$ cat src/rtl/stopwatch_key_ctrl.sv
// stopwatch_key_ctrl
//   Key-handling controller that sits after the push-button debouncers.
//   It detects press edges on the two active-low keys, runs the stopwatch
//   mode FSM, and drives the time counter and the display.
//
//   Optional build macro: STOPWATCH_KEY_LONGPRESS_EN
//     When defined, holding lap/reset low for LONG_CYC cycles forces a
//     clear from any state.
//
// Ports
//   clk      in   system clock, rising edge
//   rst      in   synchronous active-high reset
//   key_ss_n in   debounced start/stop level (0 = pressed)
//   key_lr_n in   debounced lap/reset level (0 = pressed)
//   run      out  time-counter count enable
//   freeze   out  display hold (shows latched lap time)
//   clr      out  one-cycle clear pulse to the time counter
//   lap_stb  out  one-cycle pulse, display latches current time
//   lap_cnt  out  laps since last clear, saturates at 15
//   state    out  FSM state (IDLE=0, RUN=1, LAP=2, PAUSE=3)
//
// state | meaning
// IDLE  | cleared, counter stopped
// RUN   | counting, display live
// LAP   | counting, display frozen on lap time
// PAUSE | counter stopped, time retained
module stopwatch_key_ctrl #(
  parameter int unsigned LONG_CYC = 100000000,
  parameter int unsigned CNT_W    = 32
) (
  input  logic       clk,
  input  logic       rst,
  input  logic       key_ss_n,
  input  logic       key_lr_n,
  output logic       run,
  output logic       freeze,
  output logic       clr,
  output logic       lap_stb,
  output logic [3:0] lap_cnt,
  output logic [1:0] state
);

  typedef enum logic [1:0] {
    ST_IDLE  = 2'd0,
    ST_RUN   = 2'd1,
    ST_LAP   = 2'd2,
    ST_PAUSE = 2'd3
  } state_t;

  state_t     state_q;
  logic       run_q, freeze_q, clr_q, lap_stb_q;
  logic [3:0] lap_cnt_q;
  logic       prev_ss_q, prev_lr_q;
  logic       ss_press, lr_press;
  logic       long_fire;

  assign ss_press = prev_ss_q & ~key_ss_n;
  assign lr_press = prev_lr_q & ~key_lr_n;

`ifdef STOPWATCH_KEY_LONGPRESS_EN
  logic [CNT_W-1:0] lp_cnt_q, lp_cnt_d;

  // Counter parks at LONG_CYC so the fire compare matches only once per hold.
  always_comb begin
    lp_cnt_d = lp_cnt_q;
    if (key_lr_n)
      lp_cnt_d = '0;
    else if (lp_cnt_q != CNT_W'(LONG_CYC))
      lp_cnt_d = lp_cnt_q + CNT_W'(1);
  end

  always_ff @(posedge clk) begin
    if (rst) lp_cnt_q <= '0;
    else     lp_cnt_q <= lp_cnt_d;
  end

  assign long_fire = ~key_lr_n & (lp_cnt_q == CNT_W'(LONG_CYC - 1));
`else
  logic unused_lp_params;
  assign unused_lp_params = (LONG_CYC > 32'd1) && (CNT_W > 32'd0);
  assign long_fire = 1'b0;
`endif

  // Priority: long-press clear, then start/stop, then lap/reset.
  always_ff @(posedge clk) begin
    if (rst) begin
      state_q   <= ST_IDLE;
      run_q     <= 1'b0;
      freeze_q  <= 1'b0;
      clr_q     <= 1'b0;
      lap_stb_q <= 1'b0;
      lap_cnt_q <= 4'd0;
      // Load current levels so a key held through reset is not a press.
      prev_ss_q <= key_ss_n;
      prev_lr_q <= key_lr_n;
    end else begin
      prev_ss_q <= key_ss_n;
      prev_lr_q <= key_lr_n;
      clr_q     <= 1'b0;
      lap_stb_q <= 1'b0;
      if (long_fire) begin
        state_q   <= ST_IDLE;
        run_q     <= 1'b0;
        freeze_q  <= 1'b0;
        clr_q     <= 1'b1;
        lap_cnt_q <= 4'd0;
      end else if (ss_press) begin
        case (state_q)
          ST_RUN, ST_LAP: begin
            state_q  <= ST_PAUSE;
            run_q    <= 1'b0;
            freeze_q <= 1'b0;
          end
          default: begin
            state_q  <= ST_RUN;
            run_q    <= 1'b1;
            freeze_q <= 1'b0;
          end
        endcase
      end else if (lr_press) begin
        case (state_q)
          ST_RUN: begin
            state_q   <= ST_LAP;
            run_q     <= 1'b1;
            freeze_q  <= 1'b1;
            lap_stb_q <= 1'b1;
            if (lap_cnt_q != 4'd15) lap_cnt_q <= lap_cnt_q + 4'd1;
          end
          ST_LAP: begin
            state_q  <= ST_RUN;
            run_q    <= 1'b1;
            freeze_q <= 1'b0;
          end
          ST_PAUSE: begin
            state_q   <= ST_IDLE;
            run_q     <= 1'b0;
            freeze_q  <= 1'b0;
            clr_q     <= 1'b1;
            lap_cnt_q <= 4'd0;
          end
          default: ;
        endcase
      end
    end
  end

  assign run     = run_q;
  assign freeze  = freeze_q;
  assign clr     = clr_q;
  assign lap_stb = lap_stb_q;
  assign lap_cnt = lap_cnt_q;
  assign state   = state_q;

endmodule
$ cat config.mk
export PLATFORM = sky130hd
export DESIGN_NAME = stopwatch_key_ctrl
export DESIGN_NICKNAME = d
export VERILOG_FILES = /design/src/rtl/stopwatch_key_ctrl.sv
export SDC_FILE = /design/constraint.sdc
export NUM_CORES = 1
export LEC_CHECK = 0
export CORE_AREA = 2 2 39 41
export CTS_BUF_LIST = sky130_fd_sc_hd__clkbuf_8
export DETAILED_ROUTE_END_ITERATION = 8
export DIE_AREA = 0 0 41 43
export GPL_ROUTABILITY_DRIVEN = 0
export PLACE_DENSITY = 0.82
export SLEW_MARGIN = 40
export SYNTH_ARGS = -nofsm -noshare
export SYNTH_HDL_FRONTEND = slang
export SYNTH_SLANG_ARGS = --single-unit
export TNS_END_PERCENT = 1
$ cat constraint.sdc
create_clock -name clk -period 4.44 [get_ports clk]
set_clock_uncertainty 0.15 [all_clocks]
set_input_delay 1.11 -clock clk [delete_from_list [all_inputs] [get_ports clk]]
set_output_delay 1.11 -clock clk [all_outputs]
set_load 0.005 [all_outputs]
==> flow_metrics.tcl, run 1 <==
set metrics [dict create \
    drv_slew 0 \
    grt_max_degree 15 \
    leakagePower_nw 0.311 \
    post_cts_resized 0 \
    drt-pass1-iter-count 4 \
    drt-total-wl_microns 1140 \
    use_met2_pct 22.2 \
    cts_inserted_buffers 3 \
    fin_crit_sh_pct 54.7 \
    critPathTopFamily "buffers and inverters" \
    met1_usage_pct 18.4 \
    synth_top_area_share_pct 38.6 \
    portBuffers 13 \
    end_kind "primary output" \
    path_clk_slew_ns 0.05 \
    yosysMostFrequentCell "dfxtp_1" \
    syn_to_final_growth_pct 29.7 \
    placed_cells 90 \
    ys_ff_latch 12 \
    crit_arrival_ns 1.17 \
    async_flop_share_pct 0 \
    worstPathRequired_ns 3.18 \
    p_switching_uw 56.2 \
    via_per_inst 5.60 \
    synth_ff_type "dfxtp_1" \
    cp_max_fo 6 \
    ys_types 30 \
    rsz0062_at_grt "false" \
    die_w_microns 41 \
    grt_pass1_wl_microns 1840 \
    die_h_microns 43 \
    synth_area_sq_um 623 \
    cts.sinks 12 \
    vias 526 \
    p_int_uw 207 \
    rows 14 \
    peakVddDrop_mv 0.202 \
    dieArea_sq_um 1760 \
    synth_top_cell_by_area "dfxtp_1" \
    syn_area_per_cell_sq_um 9.74 \
    clock_power_share_pct 44.5 \
    place_hpwl_microns 863 \
    start_util_pct 45.0 \
    final-hold-violation-count 0 \
    antennaDiodeCount 0 \
    grt_usage_pct 16.2 \
    post-route-min-period_ns 2.43 \
    setup_viol_count_final 0 \
    dr.first_iter.drc_count 12 \
    powerDensity_nw_per_um2 325 \
    final.fill_count 132 \
    grt.busiest_layer "met2" \
    holdBufCountCts 0 \
    cts-root-buf "clkbuf_8" \
    drcViolationCount 0 \
    synth.net_count 73 \
    relSlewSlack_pct 69.0 \
    nNetsFinal 88 \
    slowest_stage "clkdlybuf4s50_1" \
    yosysSeqAreaShare_pct 38.6 \
    pwr-share-seq_pct 43.7 \
    grt.met3_usage_pct 9.42 \
    ys_warn_count 0 \
    io_pins 14 \
    critPathBufInv 1 \
    setup_total_negative_slack_ns 0 \
    fmax_mhz 411 \
    synth_edf_count 0 \
    hold_path.class "reg2reg" \
    synth_commonest_cells "dfxtp_1 (12), a21oi_1 (5), ha_1 (5), nor2_1 (4), nor4b_1 (4)" \
    power_frac_comb_pct 11.7 \
    slowest_delay_ns 0.53 \
    detail-route-antenna-nets 0 \
    crit_type "reg2out" \
    worst_pin_slew_ns 0.463 \
    cap_violations 0 \
    insertion_delay_ns 0.24 \
    drive_gt1_share_pct 10.3 \
    coreArea_sq_um 1380 \
    grt-ovfl-total 0 \
    synthCells 64 \
    cts_tree "yes" \
    antenna_found_initial 0 \
    wl_per_cell_microns 12.1 \
    power.share.switching_pct 21.4 \
    start_kind "flip-flop" \
    status "completed" \
    synth_area_leaders "dfxtp_1 (39%), ha_1 (10%), nor4b_1 (5.6%)" \
    post_cts_buffers 0 \
    grt_pass1_vias 457 \
    final_cells 94 \
    htree_levels 1 \
    clock_path_buffers 2 \
    cp_cell_sequence "clkdlybuf4s50_1" \
]
power by group through the flow:
stage	combinational (mW)	sequential [mW]	clock, mW
floorplan	0.0186	0.117	0
global placement	0.0299	0.117	0
detailed placement	0.0306	0.117	0
CTS	0.0309	0.115	0.122
global route	0.0342	0.115	0.127
finish	0.0308	0.115	0.117
worst reg2reg max path: stages (launching register included):
cell and delay [ns]:
dfxtp_1 0.39, ha_1 0.38, or2_1 0.18, and4_4 0.23, mux2_4 0.29
final cells by class:
| class | count | area [sq um] | share of cell area, % |
|---|---|---|---|
| Clock buffer | 4 | 55.1 | 6.81 |
| Inverter | 2 | 7.51 | 0.929 |
| Multi-Input combinational cell | 47 | 355 | 44.0 |
| Sequential cell | 12 | 240 | 29.7 |
| Tap cell | 16 | 20.0 | 2.48 |
| Timing Repair Buffer | 13 | 130 | 16.1 |
metrics by stage:
step	utilization [%]	hold WS, ns	power [mW]	area (sq um)	setup slack, ns
floorplan	-	0.326	0.136	623	2.30
global placement	54.4	0.337	0.147	753	1.78
detailed placement	54.4	0.331	0.148	753	1.77
CTS	58.4	0.343	0.268	808	2.00
global route	58.4	0.364	0.277	808	1.94
finish	58.4	0.346	0.263	808	2.01
sequential cells by signal, indices dropped and copies added, names as in the netlist:
signal and cells:
lap_cnt 4, state 2, clr 1, freeze 1, lap_stb 1, prev_lr_q 1
prev_ss_q 1, run 1
logic make-up after synthesis:
kind of cell	synth area share, %
simple gates	28.1
compound gates	13.3
flops	38.6
buf+inv	4.42
fa+ha+maj	10.0
mux	5.62
path summary, 6_finish.rpt:
kind	startpoint	endpoint	slack (ns)	cells past startpoint
max	lap_cnt[2]$_SDFFE_PP0P_	lap_cnt[2]	2.01	1
min	freeze$_SDFFE_PP0P_	freeze$_SDFFE_PP0P_	0.35	2
max reg2reg	state[0]$_SDFFE_PP0P_	lap_cnt[0]$_SDFFE_PP0P_	2.70	4
min reg2reg	freeze$_SDFFE_PP0P_	freeze$_SDFFE_PP0P_	0.35	2
placed cells by master, fill, tap and decap left out, types with 2 or more instances in the layout:
cell type	Yosys	layout
a21oi_1	5	5
clkbuf_8	0	4
clkdlybuf4s50_1	0	13
dfxtp_1	12	12
ha_1	5	5
inv_1	2	2
mux2i_1	2	2
nand2b_1	3	3
nand4_1	2	2
nor2_1	4	4
nor2b_1	3	3
nor3_1	2	2
nor4b_1	4	4
o21ai_0	2	2
layer usage:
layer | wire [microns] | up-vias
li1 | - | 262
met1 | 488 | 245
met2 | 547 | 15
met3 | 69 | 4
met4 | 31 | 0
met5 | 0 | -
Note: power is estimated with default switching activity, not from simulation.
==> inputs of run 2 (changes only) <==
==> constraint.sdc (replaced) <==
create_clock -name clk -period 2.5 [get_ports clk]
set_clock_uncertainty 0.15 [all_clocks]
set_input_delay 0.625 -clock clk [delete_from_list [all_inputs] [get_ports clk]]
set_output_delay 0.625 -clock clk [all_outputs]
set_load 0.005 [all_outputs]
==> flow_metrics.tcl, run 2 (synthesis results as in run 1) <==
set metrics [dict create \
    status "completed" \
    grt-ovfl-total 0 \
    relSlewSlack_pct 78.8 \
    placed_cell_area_sq_um 768 \
    pre_cts_ws_ns 0.336 \
    dr.first_iter.drc_count 11 \
    cts_inserted_buffers 3 \
    drive_gt1_share_pct 12.5 \
    start_util_pct 45.0 \
    holdBufCountCts 0 \
    antenna_found_initial 0 \
    antennaDiodeCount 0 \
    crit_arrival_ns 1.18 \
    cp_cell_sequence "clkdlybuf4s50_1" \
    largest_reg_flops 4 \
    setup_ws_ns 0.544 \
    critPathTopFamily "buffers and inverters" \
    grt_pass1_vias 512 \
    r2r_setup_slack_ns 0.77 \
    use_met2_pct 26.6 \
    hold_path.class "reg2reg" \
    cap_violations 0 \
    drv_slew 0 \
    slowest_delay_ns 0.53 \
    grt_pass1_wl_microns 2120 \
    grt.met3_usage_pct 4.71 \
    fin_crit_sh_pct 78.2 \
    setup_viol_count_final 0 \
    clock_path_buffers 2 \
    end_kind "primary output" \
    path_clk_slew_ns 0.05 \
    dieArea_sq_um 1760 \
    nNetsFinal 90 \
    detail-route-antenna-nets 0 \
    grt.busiest_layer "met2" \
    powerDensity_nw_per_um2 573 \
    post_cts_buffers 0 \
    final_cell_mix "clkdlybuf4s50_1 (13), dfxtp_1 (12), a21oi_1 (5), ha_1 (5)" \
    peakVddDrop_mv 0.324 \
    finalInstanceArea_sq_um 823 \
    die_w_microns 41 \
    final.fill_count 127 \
    setup_total_negative_slack_ns 0 \
    insertion_delay_ns 0.24 \
    via_per_inst 5.58 \
    cts-root-buf "clkbuf_8" \
    worst_pin_slew_ns 0.315 \
    met1_usage_pct 22.3 \
    timing.hold.ws_ns 0.349 \
    grt_usage_pct 17.9 \
    final_common_cell "clkdlybuf4s50_1" \
    wl_per_cell_microns 13.3 \
    place_hpwl_microns 950 \
    rsz0062_at_grt "false" \
    start_kind "flip-flop" \
    grt_max_degree 11 \
    post_cts_resized 0 \
    io_pins 14 \
    die_h_microns 43 \
    coreArea_sq_um 1380 \
    slowest_stage "clkdlybuf4s50_1" \
    final-hold-violation-count 0 \
    drt-pass1-iter-count 4 \
    syn_to_final_growth_pct 32.1 \
    worstPathRequired_ns 1.73 \
    crit_type "reg2out" \
    drcViolationCount 0 \
    cts.sinks 12 \
    critPathBufInv 1 \
    fmax_mhz 511 \
    rows 14 \
    cp_max_fo 6 \
    vias 536 \
    htree_levels 1 \
    cts_tree "yes" \
    drt-total-wl_microns 1280 \
    leakagePower_nw 0.321 \
    portBuffers 13 \
    post-route-min-period_ns 1.96 \
]
[run 2: area by class of cell]
class / instances / area, sq um / share of cell area (%)
multi-input combinational: 47 / 355 / 43.2
sequential: 12 / 240 / 29.2
inverter: 2 / 7.51 / 0.912
clock buffer: 4 / 55.1 / 6.69
timing repair buffer: 15 / 145 / 17.6
tap: 16 / 20.0 / 2.43
[run 2: through the flow]
step           total power, mW  cells  utilization (%)
6_report                 0.472     96             59.5
5_1_grt                  0.495     96             59.5
4_1_cts                  0.475     96             59.5
3_5_place_dp             0.265     92             55.5
3_3_place_gp             0.264     92             55.5
2_1_floorplan            0.241     64                -
[run 2: worst paths after layout]
| kind | from | endpoint | depth (start not counted) |
|---|---|---|---|
| worst max-delay path | lap_cnt[2]$_SDFFE_PP0P_ | lap_cnt[2] | 1 |
| worst min-delay path | run$_SDFFE_PP0P_ | run$_SDFFE_PP0P_ | 1 |
| worst max register to register | state[1]$_SDFFE_PP0P_ | lap_cnt[0]$_SDFFE_PP0P_ | 4 |
| worst min register to register | run$_SDFFE_PP0P_ | run$_SDFFE_PP0P_ | 1 |
[run 2: power by group]
group	total, mW	leakage [nW]	switching, mW	internal, mW
clock	0.210	0.0288	0.0708	0.139
combinational	0.0578	0.194	0.0265	0.0313
sequential	0.204	0.0981	0.00560	0.199
total	0.472	0.321	0.103	0.369
[run 2: layer usage]
layer  vias to the layer above  part of all wire, %
met5                         -                    0
met4                         0                 0.63
met3                         2                  2.7
met2                        10                   52
met1                       258                   45
li1                        266                    -
==> inputs of run 3 (changes only) <==
--- a/config.mk
+++ b/config.mk
@@ -5,10 +5,10 @@
 export SDC_FILE = /design/constraint.sdc
 export NUM_CORES = 1
 export LEC_CHECK = 0
-export CORE_AREA = 2 2 39 41
+export CORE_MARGIN = 2
+export CORE_UTILIZATION = 45
 export CTS_BUF_LIST = sky130_fd_sc_hd__clkbuf_8
 export DETAILED_ROUTE_END_ITERATION = 8
-export DIE_AREA = 0 0 41 43
 export GPL_ROUTABILITY_DRIVEN = 0
 export PLACE_DENSITY = 0.82
 export SLEW_MARGIN = 40
==> constraint.sdc (replaced) <==
create_clock -name clk -period 1.6 [get_ports clk]
set_clock_uncertainty 0.15 [all_clocks]
set_input_delay 0.4 -clock clk [delete_from_list [all_inputs] [get_ports clk]]
set_output_delay 0.4 -clock clk [all_outputs]
set_load 0.005 [all_outputs]
==> flow_metrics.tcl, run 3 (synthesis results as in run 1) <==
set metrics [dict create \
    detail-route-antenna-nets 0 \
    fin_crit_sh_pct 99.8 \
    drv_slew 0 \
    drcViolationCount 0 \
    grt_max_degree 7 \
    final.fill_count 114 \
    post-route-min-period_ns 1.60 \
    power.share.switching_pct 23.4 \
    power_frac_comb_pct 16.1 \
    dr.first_iter.drc_count 11 \
    wl_per_cell_microns 14.6 \
    io_pins 14 \
    relSlewSlack_pct 79.7 \
    cts_inserted_buffers 3 \
    fmax_mhz 626 \
    largest_reg_flops 4 \
    placed_cells 103 \
    final_cells 106 \
    peakVddDrop_mv 0.523 \
    start_kind "input pin" \
    crit_path_start "key_ss_n" \
    crit_arrival_ns 1.57 \
    grt_pass1_vias 529 \
    nNetsFinal 102 \
    leakagePower_nw 0.456 \
    dieArea_sq_um 1700 \
    r2r_setup_slack_ns 0.05 \
    die_h_microns 41.2 \
    rsz0062_at_grt "true" \
    cts_tree "yes" \
    rows 13 \
    holdPathStages 1 \
    cts-root-buf "clkbuf_8" \
    p_int_uw 538 \
    rr_endpoint "lap_cnt[0]$_SDFFE_PP0P_" \
    powerDensity_nw_per_um2 766 \
    cts.sinks 12 \
    cap_violations 0 \
    crit_end "lap_cnt[0]$_SDFFE_PP0P_" \
    pwr-share-seq_pct 45.5 \
    antenna_found_initial 0 \
    final-hold-violation-count 0 \
    grt-ovfl-total 0 \
    coreArea_sq_um 1300 \
    worst_pin_slew_ns 0.302 \
    crit_type "in2reg" \
    insertion_delay_ns 0.24 \
    final_common_cell "buf_4" \
    clock_path_buffers 2 \
    drt-total-wl_microns 1550 \
    portBuffers 13 \
    worstPathRequired_ns 1.57 \
    path_clk_slew_ns 0.05 \
    clock_power_share_pct 38.4 \
    vias 579 \
    ff2ff_path_depth 5 \
    p_total_uw 702 \
    reg2reg_from "state[1]$_SDFFE_PP0P_" \
    status "completed" \
    htree_levels 1 \
    post_cts_buffers 0 \
    setup_viol_count_final 0 \
    end_kind "flip-flop" \
    drt-pass1-iter-count 4 \
    cp_max_fo 3 \
    p_switching_uw 164 \
    antennaDiodeCount 0 \
    grt_usage_pct 20.3 \
    hold_path.class "in2reg" \
    grt_pass1_wl_microns 2180 \
    holdBufCountCts 0 \
    die_w_microns 41.2 \
    drive_gt1_share_pct 34.1 \
    via_per_inst 5.46 \
    start_util_pct 47.9 \
    place_hpwl_microns 1130 \
    final_cell_mix "buf_4 (14), dlygate4sd2_1 (9), dfxtp_1 (6)" \
    syn_to_final_growth_pct 47.2 \
]
run 3: through the flow:
step	setup TNS, ns	utilization [%]	instance area, sq um	worst slack [ns]	hold WS [ns]
floorplan	0	-	623	0.000185	0.278
global placement	-1.52	65.9	857	-0.259	0.322
detailed placement	-1.99	65.9	857	-0.310	0.335
CTS	-0.0611	69.1	900	-0.0586	0.291
global route	-0.0439	70.5	917	-0.0277	0.297
finish	0	70.5	917	0.00262	0.300
run 3: cell type report:
cell class / instances / area, sq um / share of cell area, %
Sequential cell: 12 / 250 / 27.3
Tap cell: 15 / 18.8 / 2.05
Inverter: 2 / 7.51 / 0.819
Multi-Input combinational cell: 47 / 370 / 40.4
Timing Repair Buffer: 27 / 229 / 25.0
Clock buffer: 3 / 41.3 / 4.50
run 3: how the worst min path moves through the flow:
stage	to	slack, ns	start
2_1_floorplan	prev_lr_q$_DFF_P_	0.28	key_lr_n
3_3_place_gp	freeze$_SDFFE_PP0P_	0.32	freeze$_SDFFE_PP0P_
3_5_place_dp	freeze$_SDFFE_PP0P_	0.33	freeze$_SDFFE_PP0P_
4_1_cts	prev_lr_q$_DFF_P_	0.29	key_lr_n
5_1_grt	prev_lr_q$_DFF_P_	0.30	key_lr_n
6_report	prev_lr_q$_DFF_P_	0.30	key_lr_n
run 3: metal layers:
metal,GRT usage [%],routed length (microns),vias up,part of all wire [%]
li1,-,-,287,-
met5,0,0,-,0
met2,35.9,765,21,49
met4,13.7,19,0,1.2
met1,21.7,683,269,44
met3,3.26,80,2,5.2
run 3: power by group through the flow:
stage / clock network, mW / registers, mW / logic, mW
4_1_cts: 0.276 / 0.318 / 0.109
3_5_place_dp: 0 / 0.325 / 0.114
5_1_grt: 0.285 / 0.320 / 0.124
3_3_place_gp: 0 / 0.324 / 0.110
6_report: 0.270 / 0.319 / 0.113
2_1_floorplan: 0 / 0.325 / 0.0516
run 3: worst max-delay path, cell delays in order:
cell	delay (ns)
clkdlybuf4s50_1	0.49
nand2b_4	0.15
and4_4	0.23
mux2_4	0.30
run 3: what timing repair did:
item,4_1_cts,5_1_grt
endpoints found under the hold margin,0,0
gates resized for setup,17,5
setup endpoints to repair,11,5
pin swaps,0,0
